--- src/rtl/emul_sql.sv ---
// 8x8 unsigned multiplier using quarter-squares: x = ((a+b)^2 - |a-b|^2) / 4.
// Both squares are built by parallel shift-add squarers, one operand bit per cycle.
// The 9th square iteration feeds the subtract directly so that ready lands on the
// 11th edge counted from the start edge; COMBINE is then a one-cycle settle into DONE.
module emul_sql (
    output logic [15:0] x,
    input  logic [7:0]  a,
    input  logic [7:0]  b,
    input  logic        clock,
    input  logic        enable,
    input  logic        reset,
    output logic        ready
);

    typedef enum logic [2:0] {
        StIdle,
        StLoad,
        StSquare,
        StCombine,
        StDone
    } state_e;

    state_e      state_q, state_d;
    logic [8:0]  s_q, s_d;
    logic [7:0]  d_q, d_d;
    logic [17:0] acc_s_q, acc_s_d;
    logic [15:0] acc_d_q, acc_d_d;
    logic [3:0]  cnt_q, cnt_d;
    logic [15:0] x_q, x_d;
    logic        ready_q, ready_d;

    // Next values of both squarer accumulators for the current iteration.
    logic [17:0] acc_s_step;
    logic [15:0] acc_d_step;
    logic [8:0]  d_ext;

    // One shift-add step of each squarer: add operand<<cnt when bit cnt of the operand is set.
    always_comb begin
        d_ext      = {1'b0, d_q};
        acc_s_step = acc_s_q;
        acc_d_step = acc_d_q;
        if (s_q[cnt_q]) begin
            acc_s_step = acc_s_q + ({9'd0, s_q} << cnt_q);
        end
        if (d_ext[cnt_q]) begin
            acc_d_step = acc_d_q + ({7'd0, d_ext} << cnt_q);
        end
    end

    // Next-state and datapath control; every register holds by default.
    always_comb begin
        state_d = state_q;
        s_d     = s_q;
        d_d     = d_q;
        acc_s_d = acc_s_q;
        acc_d_d = acc_d_q;
        cnt_d   = cnt_q;
        x_d     = x_q;
        ready_d = ready_q;

        unique case (state_q)
            StIdle: begin
                ready_d = 1'b0;
                if (enable) begin
                    state_d = StLoad;
                end
            end
            StLoad: begin
                // Operands are sampled only here; later changes on a/b are ignored.
                s_d     = {1'b0, a} + {1'b0, b};
                d_d     = (a >= b) ? (a - b) : (b - a);
                acc_s_d = '0;
                acc_d_d = '0;
                cnt_d   = '0;
                state_d = StSquare;
            end
            StSquare: begin
                acc_s_d = acc_s_step;
                acc_d_d = acc_d_step;
                cnt_d   = cnt_q + 4'd1;
                if (cnt_q == 4'd8) begin
                    // Difference of squares is a multiple of 4, so the shift is exact.
                    x_d     = 16'((acc_s_step - {2'b00, acc_d_step}) >> 2);
                    ready_d = 1'b1;
                    state_d = StCombine;
                end
            end
            StCombine: begin
                state_d = StDone;
            end
            StDone: begin
                // Held until reset; enable and operand activity are ignored.
                state_d = StDone;
            end
            default: begin
                state_d = StIdle;
            end
        endcase
    end

    // State register with synchronous active-low reset that overrides everything.
    always_ff @(posedge clock) begin
        if (!reset) begin
            state_q <= StIdle;
            s_q     <= '0;
            d_q     <= '0;
            acc_s_q <= '0;
            acc_d_q <= '0;
            cnt_q   <= '0;
            x_q     <= '0;
            ready_q <= 1'b0;
        end else begin
            state_q <= state_d;
            s_q     <= s_d;
            d_q     <= d_d;
            acc_s_q <= acc_s_d;
            acc_d_q <= acc_d_d;
            cnt_q   <= cnt_d;
            x_q     <= x_d;
            ready_q <= ready_d;
        end
    end

    assign x     = x_q;
    assign ready = ready_q;

endmodule

--- config.mk ---
export PLATFORM = sky130hd
export DESIGN_NAME = emul_sql
export DESIGN_NICKNAME = d
export VERILOG_FILES = /design/src/rtl/emul_sql.sv
export SDC_FILE = /design/constraint.sdc
export NUM_CORES = 1
export LEC_CHECK = 0
export ABC_AREA = 1
export BUFFER_PORTS_ARGS = -buffer_cell sky130_fd_sc_hd__buf_2
export CAP_MARGIN = 20
export CORE_MARGIN = 1.5
export CORE_UTILIZATION = 55
export CTS_CLUSTER_DIAMETER = 30
export DETAILED_ROUTE_END_ITERATION = 8
export GPL_ROUTABILITY_DRIVEN = 0
export PLACE_DENSITY = 0.75
export SLEW_MARGIN = 20
export SYNTH_ARGS = -nofsm -noshare
export SYNTH_HDL_FRONTEND = slang
export SYNTH_SLANG_ARGS = --single-unit
--- constraint.sdc ---
create_clock -name clock -period 3.9 [get_ports clock]
set_input_delay 0.39 -clock clock [delete_from_list [all_inputs] [get_ports clock]]
set_output_delay 0.39 -clock clock [all_outputs]
set_load 0.02 [all_outputs]
; Word-level counts from Yosys, hierarchy flattened
; Index checks and enable logic that the tools add are counted.
[classes]
addsub = 7
magnitude_cmp = 2
eq_ne = 7
shift = 2
muxes = 15
n_reduce_logical = 7
[ops]
columns = operator, count
row1 = $pmux 18 s2, 1
row2 = $pmux 16 s2, 1
row3 = $add 18x18->18, 1
row4 = $mux 18, 1
row5 = $shl 9x4->18, 1
row6 = $sub 18x16->18, 1
row7 = $add 16x16->16, 1
row8 = $mux 16, 1
row9 = $shl 8x4->16, 1
row10 = $sub 8x8->8, 2
row11 = $pmux 3 s4, 1
row12 = $add 8x8->9, 1
row13 = $bmux 1 s4, 2
row14 = $ge 8x8->1, 1
row15 = $mux 8, 1
row16 = $pmux 4 s2, 1
row17 = $eq 3x2->1 const B, 2
row18 = $mux 3, 2
row19 = $reduce_and 2->1, 3
row20 = $lt 4x5->1 const B, 1
row21 = $add 4x1->4 const B, 1
row22 = $eq 4x4->1 const B, 1
row23 = $ne 2x2->1 const B, 2
row24 = $reduce_bool 2->1, 2
row25 = other kinds (6), 8
[totals]
reg_bits = 75
output_inout_bits = 17
wordCells = 48

; Depth between registers and ports, before layout
[logic_depth]
ltp_word = 4
depth_mapped = 35

; Worst setup path before layout
; No wires, ideal clock.
[synth_path]
path_type = reg-to-reg
from = register cnt_q[0]
to = register x_q[14], in the netlist x[14]
t_arrival_ps = 3949
required_ps = 3791
slack_ps = -158
stages_incl_launch_ff = 31
n_path_buf = 3
period_less_slack_ps = 4058
path_cell_list = dfxtp_1 > buf_6 > buf_2 > buf_2 > o21ai_0 > a21oi_1 > inv_1 > o21ai_0 > nor2_1 > ha_1 > nand2_1 > nand2_1 > a21oi_1 > nand3_1 > nand3_1 > nand2_1 > a21boi_0 > o221ai_1 > nand2_1 > nand2_1 > nand2_1 > inv_1 > ha_1 > nand2_1 > a21oi_1 > a211oi_1 > nand3_1 > nand2_1 > nand3_1 > nand2_1 > inv_1
[synth_between]
elab_chain_cells = 4
elab_cells_between_ends = 13
[synth_rtl]
columns = element, line_no
row1 = "start, declared", 28  ; logic [3:0] cnt_q, cnt_d;
row2 = "start signal, assigned", 118  ; cnt_q <= cnt_d;
row3 = $shl 9x4->18 (tied with other cells), 43  ; acc_s_step = acc_s_q + ({9'd0, s_q} << cnt_q);
row4 = $add 18x18->18 (tied with other cells), 43
row5 = $mux 18 or $mux 16 (tied branches), "42, 45"
row6 = $sub 18x16->18, 83  ; x_d = 16'((acc_s_step - {2'b00, acc_d_step}) >> 2);
row7 = "end signal, assigned", 110  ; x_q <= '0;
row8 = "end signal, assigned", 119  ; x_q <= x_d;
row9 = "end, declared", 29  ; logic [15:0] x_q, x_d;
; Parallel ways exist; a longest one is shown, timed or not. The select of a mux whose other input is x is not followed.
; A chain may end at the register's enable or synchronous reset.

; Worst setup path in the final report
; Ends and elaborated chain as after synthesis.

==> impl_metrics.prom <==
# TYPE chip_impl_metric gauge
chip_impl_info{name="outcome",value="finished, violations left"} 1
chip_impl_info{name="failing_checks",value="setup timing"} 1
chip_impl_info{name="timing_worst_setup_path_type",value="reg -> reg"} 1
chip_impl_metric{name="grt_start_max_net_pins",unit=""} 60
chip_impl_metric{name="area_of_all_placed_cells_without_fillers",unit="µm²"} 10200
chip_impl_metric{name="wire_length_of_the_first_global_routing_pass",unit="µm"} 36800
chip_impl_metric{name="static-leakage-power",unit="nW"} 5.03
chip_impl_metric{name="routed_wl",unit="µm"} 25700
chip_impl_metric{name="synth.lib_cells_used.distinct",unit=""} 46
chip_impl_info{name="post_synth_most_frequent_cells",value="sky130_fd_sc_hd__nand2_1 (342), sky130_fd_sc_hd__inv_1 (156), sky130_fd_sc_hd__a21oi_1 (120), sky130_fd_sc_hd__o21ai_0 (87), sky130_fd_sc_hd__nor2_1 (86)"} 1
chip_impl_metric{name="dp_hpwl",unit="µm"} 16500
chip_impl_info{name="synthDominantAreaCellType",value="sky130_fd_sc_hd__dfxtp_1"} 1
chip_impl_metric{name="synth.avg_cell_area",unit="µm²"} 6.13
chip_impl_metric{name="final_instance_count_without_filler_cells",unit=""} 1568
chip_impl_metric{name="fillerInstances",unit=""} 949
chip_impl_metric{name="synth.mux.area_fraction",unit=""} 0.00555
chip_impl_metric{name="ctsHtreeMaxLevel",unit=""} 3
chip_impl_metric{name="fin_ws",unit="ns"} -0.133
chip_impl_metric{name="clk_path_buf_depth",unit=""} 2
chip_impl_metric{name="worst_clock_skew",unit="ns"} 0.0107
chip_impl_metric{name="power_frac_comb",unit=""} 0.656
chip_impl_info{name="timing.critical_path.slowest_stage_cell",value="sky130_fd_sc_hd__dfxtp_4"} 1
chip_impl_metric{name="vdd_drop_max",unit="µV"} 292
chip_impl_metric{name="synth_top_area_share",unit=""} 0.199
chip_impl_metric{name="clkTransAtPathRegs",unit="ns"} 0.06
chip_impl_metric{name="timing.critical_path.fanout_max",unit=""} 7
chip_impl_metric{name="period_share",unit=""} 1.03
chip_impl_metric{name="dp.cells",unit=""} 1529
chip_impl_metric{name="critical_path_rt",unit="ns"} 4.15
chip_impl_metric{name="final-hold-violation-count",unit=""} 0
chip_impl_metric{name="multi_input_comb_area",unit="µm²"} 6060
chip_impl_metric{name="fin_nets",unit=""} 1483
chip_impl_metric{name="synth_simple_gate_area_share",unit=""} 0.311
chip_impl_info{name="synth_top_family_by_area",value="simple AND/OR/NAND/NOR gates"} 1
chip_impl_info{name="cts_tree",value="yes"} 1
chip_impl_metric{name="cts_num_sinks",unit=""} 74
chip_impl_metric{name="antenna_left",unit=""} 0
chip_impl_metric{name="total_congestion_overflow_after_global_routing",unit=""} 0
chip_impl_metric{name="pin_slew_with_the_least_headroom_to_its_limit",unit="ns"} 0.918
chip_impl_metric{name="cell_internal_pwr",unit="mW"} 2.85
chip_impl_metric{name="detailedRoute.firstIterationViolations",unit=""} 918
chip_impl_info{name="cell_type_with_the_highest_occurrence_count_on_the_critical_path",value="sky130_fd_sc_hd__nand2_1"} 1
chip_impl_metric{name="final.hold.worst_slack",unit="ns"} 0.380
chip_impl_metric{name="power_switching_share",unit=""} 0.451
chip_impl_metric{name="slew-limit-headroom",unit=""} 0.387
chip_impl_info{name="min_path_type",value="in -> reg"} 1
chip_impl_metric{name="drt-wirelength-per-cell",unit="µm"} 16.4
chip_impl_metric{name="p_total",unit="mW"} 5.19
chip_impl_metric{name="slew_violations",unit=""} 0
chip_impl_info{name="critPathTopFamily",value="compound AO/OA/AOI/OAI gates"} 1
chip_impl_metric{name="yosys.area_share.xor_xnor",unit=""} 0.0365
chip_impl_metric{name="total_cts_buffers",unit=""} 9
chip_impl_metric{name="area.growth.synth_to_final",unit="%"} 37.3
chip_impl_metric{name="synth_sequential_area_ratio",unit=""} 0.199
chip_impl_metric{name="route.detailed.drc",unit=""} 0
chip_impl_metric{name="die_x",unit="µm"} 119
chip_impl_metric{name="cellPowerDensity",unit="nW/µm²"} 508
chip_impl_metric{name="first_global_vias",unit=""} 7753
chip_impl_metric{name="worst_path_largest_cell_delay",unit="ns"} 0.45
chip_impl_metric{name="drive_gt1_frac",unit=""} 0.315
chip_impl_metric{name="synth-edff-count",unit=""} 0
chip_impl_metric{name="register_area",unit="µm²"} 1490
chip_impl_metric{name="net-switching-power",unit="mW"} 2.34
chip_impl_metric{name="hold_buf_count_cts",unit=""} 0
chip_impl_metric{name="synthesis.area",unit="µm²"} 7440
chip_impl_info{name="endpoint_kind",value="flop"} 1
chip_impl_info{name="timing.critical_path.from_type",value="flop"} 1
chip_impl_metric{name="fin_setup_tns",unit="ns"} -0.503
chip_impl_metric{name="utilization",unit=""} 0.771
chip_impl_info{name="synth_most_common_cell",value="sky130_fd_sc_hd__nand2_1"} 1
chip_impl_metric{name="grt_antenna_before_repair",unit=""} 0
chip_impl_metric{name="synth_cells",unit=""} 1215
chip_impl_metric{name="final-setup-viol-count",unit=""} 7
chip_impl_info{name="commonest_register_cell_after_synthesis",value="sky130_fd_sc_hd__dfxtp_1"} 1
chip_impl_metric{name="dpl_cell_area",unit="µm²"} 8760
chip_impl_metric{name="die_height",unit="µm"} 119
chip_impl_metric{name="dieArea",unit="µm²"} 14200
chip_impl_metric{name="later_pin_clock_latency_in_the_skew_report",unit="ns"} 0.36
chip_impl_metric{name="mappedNetlistNets",unit=""} 1309
chip_impl_metric{name="power_share_of_the_clock_group",unit=""} 0.176
chip_impl_info{name="root_buffer",value="sky130_fd_sc_hd__clkbuf_16"} 1
chip_impl_metric{name="initial_utilization",unit=""} 0.562
chip_impl_metric{name="yosysWarnings",unit=""} 0
chip_impl_metric{name="max-cap-violations",unit=""} 0
chip_impl_metric{name="finalCriticalPeriod",unit="ns"} 4.03
chip_impl_metric{name="rows",unit=""} 42
chip_impl_metric{name="synth.ff_latch_count",unit=""} 74
chip_impl_metric{name="total_global_route_track_usage",unit=""} 0.318
chip_impl_metric{name="io-pin-count",unit=""} 36
chip_impl_metric{name="max_freq",unit="GHz"} 0.248
chip_impl_info{name="synth.area.top_cells",value="sky130_fd_sc_hd__dfxtp_1 (20%), sky130_fd_sc_hd__nand2_1 (17%), sky130_fd_sc_hd__ha_1 (12%)"} 1
chip_impl_metric{name="placeableCoreArea",unit="µm²"} 13200
chip_impl_metric{name="worstPathBufferInverterCount",unit=""} 2
chip_impl_metric{name="yosys.area_share.adder",unit=""} 0.131
chip_impl_metric{name="seqPwrFrac",unit=""} 0.168
chip_impl_metric{name="vias_per_cell",unit=""} 5.74
chip_impl_metric{name="n_antenna_cell",unit=""} 0
chip_impl_metric{name="crit_arrival",unit="ns"} 4.29
chip_impl_metric{name="synthArstFlopShare",unit=""} 0
chip_impl_metric{name="firstDrtPassIters",unit=""} 7
chip_impl_info{name="grt_setup_unrepaired",value="true"} 1
chip_impl_metric{name="place_ws",unit="ns"} -0.273
chip_impl_metric{name="dr_total_vias",unit=""} 8999
chip_impl_metric{name="port_buffers",unit=""} 35
chip_impl_metric{name="compound_gate_fraction_of_synth_area",unit=""} 0.205
==> power by group through the flow <==
stage	logic, mW	clock network (mW)	registers (mW)
2_1_floorplan	1.60	0	0.861
3_3_place_gp	2.47	0	0.874
4_1_cts	2.63	0.909	0.862
5_1_grt	3.66	0.940	0.878
6_report	3.41	0.913	0.873
3_5_place_dp	2.50	0	0.875
==> sequential cells by signal, summed over array words and instances, names as in the netlist <==
register  count
acc_s_q      18
acc_d_q      16
x            16
s_q           9
d_q           7
cnt_q         4
state_q       3
ready         1
==> worst register-to-register path, cell delays in order (launching register included) <==
cell and delay [ns]:
sky130_fd_sc_hd__dfxtp_4 0.45, sky130_fd_sc_hd__buf_4 0.16, sky130_fd_sc_hd__nand2_1 0.06, sky130_fd_sc_hd__o21ai_2 0.06
sky130_fd_sc_hd__nand2_1 0.06, sky130_fd_sc_hd__o21ai_1 0.09, sky130_fd_sc_hd__nand2_1 0.09, sky130_fd_sc_hd__o21ai_2 0.07
sky130_fd_sc_hd__nor2_1 0.06, sky130_fd_sc_hd__ha_1 0.34, sky130_fd_sc_hd__a21oi_1 0.28, sky130_fd_sc_hd__nand2_2 0.12
sky130_fd_sc_hd__a21oi_4 0.18, sky130_fd_sc_hd__o21bai_4 0.11, sky130_fd_sc_hd__a21oi_2 0.19, sky130_fd_sc_hd__o21ai_1 0.09
sky130_fd_sc_hd__a21oi_1 0.14, sky130_fd_sc_hd__o21ai_0 0.10, sky130_fd_sc_hd__o21a_1 0.18, sky130_fd_sc_hd__ha_4 0.29
sky130_fd_sc_hd__nand2_4 0.08, sky130_fd_sc_hd__a21oi_1 0.05, sky130_fd_sc_hd__a211oi_1 0.27, sky130_fd_sc_hd__nand3_1 0.13
sky130_fd_sc_hd__nand2_1 0.08, sky130_fd_sc_hd__nand3_1 0.07, sky130_fd_sc_hd__nand2_1 0.10, sky130_fd_sc_hd__inv_1 0.03
==> final cells by class <==
type | count | area share
multi-input combinational | 932 | 0.593
timing repair buffer | 207 | 0.148
sequential | 74 | 0.146
inverter | 165 | 0.0615
clock buffer | 11 | 0.0238
tap | 176 | 0.0216
clock inverter | 3 | 0.00637
==> final timing paths <==
| path | slack (ns) | from | depth (start not counted) | endpoint |
|---|---|---|---|---|
| worst max-delay path | -0.13 | cnt_q[0] | 27 | x[14] |
| worst min-delay path | 0.38 | enable | 3 | state_q[0] |
| worst max register to register | -0.13 | cnt_q[0] | 27 | x[14] |
| worst min register to register | 0.46 | ready | 2 | ready |
==> metal layers <==
layer / part of all wire / up-vias / global-route usage
li1: - / 4312 / -
met1: 0.39 / 4107 / 0.402
met2: 0.48 / 459 / 0.547
met4: 0.049 / 0 / 0.113
met5: 0 / - / 0
met3: 0.082 / 121 / 0.0522
==> what timing repair did <==
item | in CTS | in global routing
cloned | 0 | 1
endpoints found under the hold margin | 0 | 0
setup buffers | 4 | 21
endpoints found under the setup margin | 11 | 13
resized for setup | 50 | 202
pin swaps | 19 | 79
==> placed cells by master, fill, tap and decap left out, types with 10 or more instances in the layout <==
master                        n
sky130_fd_sc_hd__a21oi_1     98
sky130_fd_sc_hd__dfxtp_1     72
sky130_fd_sc_hd__nand2_2     37
sky130_fd_sc_hd__ha_1        49
sky130_fd_sc_hd__inv_1      146
sky130_fd_sc_hd__nand4_1     14
sky130_fd_sc_hd__xor2_1      24
sky130_fd_sc_hd__ha_4        20
sky130_fd_sc_hd__o21ai_1     19
sky130_fd_sc_hd__clkbuf_16   10
sky130_fd_sc_hd__nor2_2      18
sky130_fd_sc_hd__buf_4      166
sky130_fd_sc_hd__nand2_1    312
sky130_fd_sc_hd__o21ai_0     37
sky130_fd_sc_hd__nand3_1     41
sky130_fd_sc_hd__inv_2       17
sky130_fd_sc_hd__o21ai_2     32
sky130_fd_sc_hd__buf_2       35
sky130_fd_sc_hd__a21oi_2     17
sky130_fd_sc_hd__or2_2       16
sky130_fd_sc_hd__nor2_1      67
sky130_fd_sc_hd__o22ai_1     10
==> logic make-up (layout without fill, tap and decap cells) <==
family / count (synthesis) / count (layout)
AOI/OAI and AO/OA: 276 / 276
xor gates and xnor gates: 31 / 31
adders and majority gates: 75 / 75
buffers and inverters: 209 / 386
DFF: 74 / 74
muxes: 4 / 4
and+or+nand+nor: 546 / 546
Power figures use the tool's default switching activity.
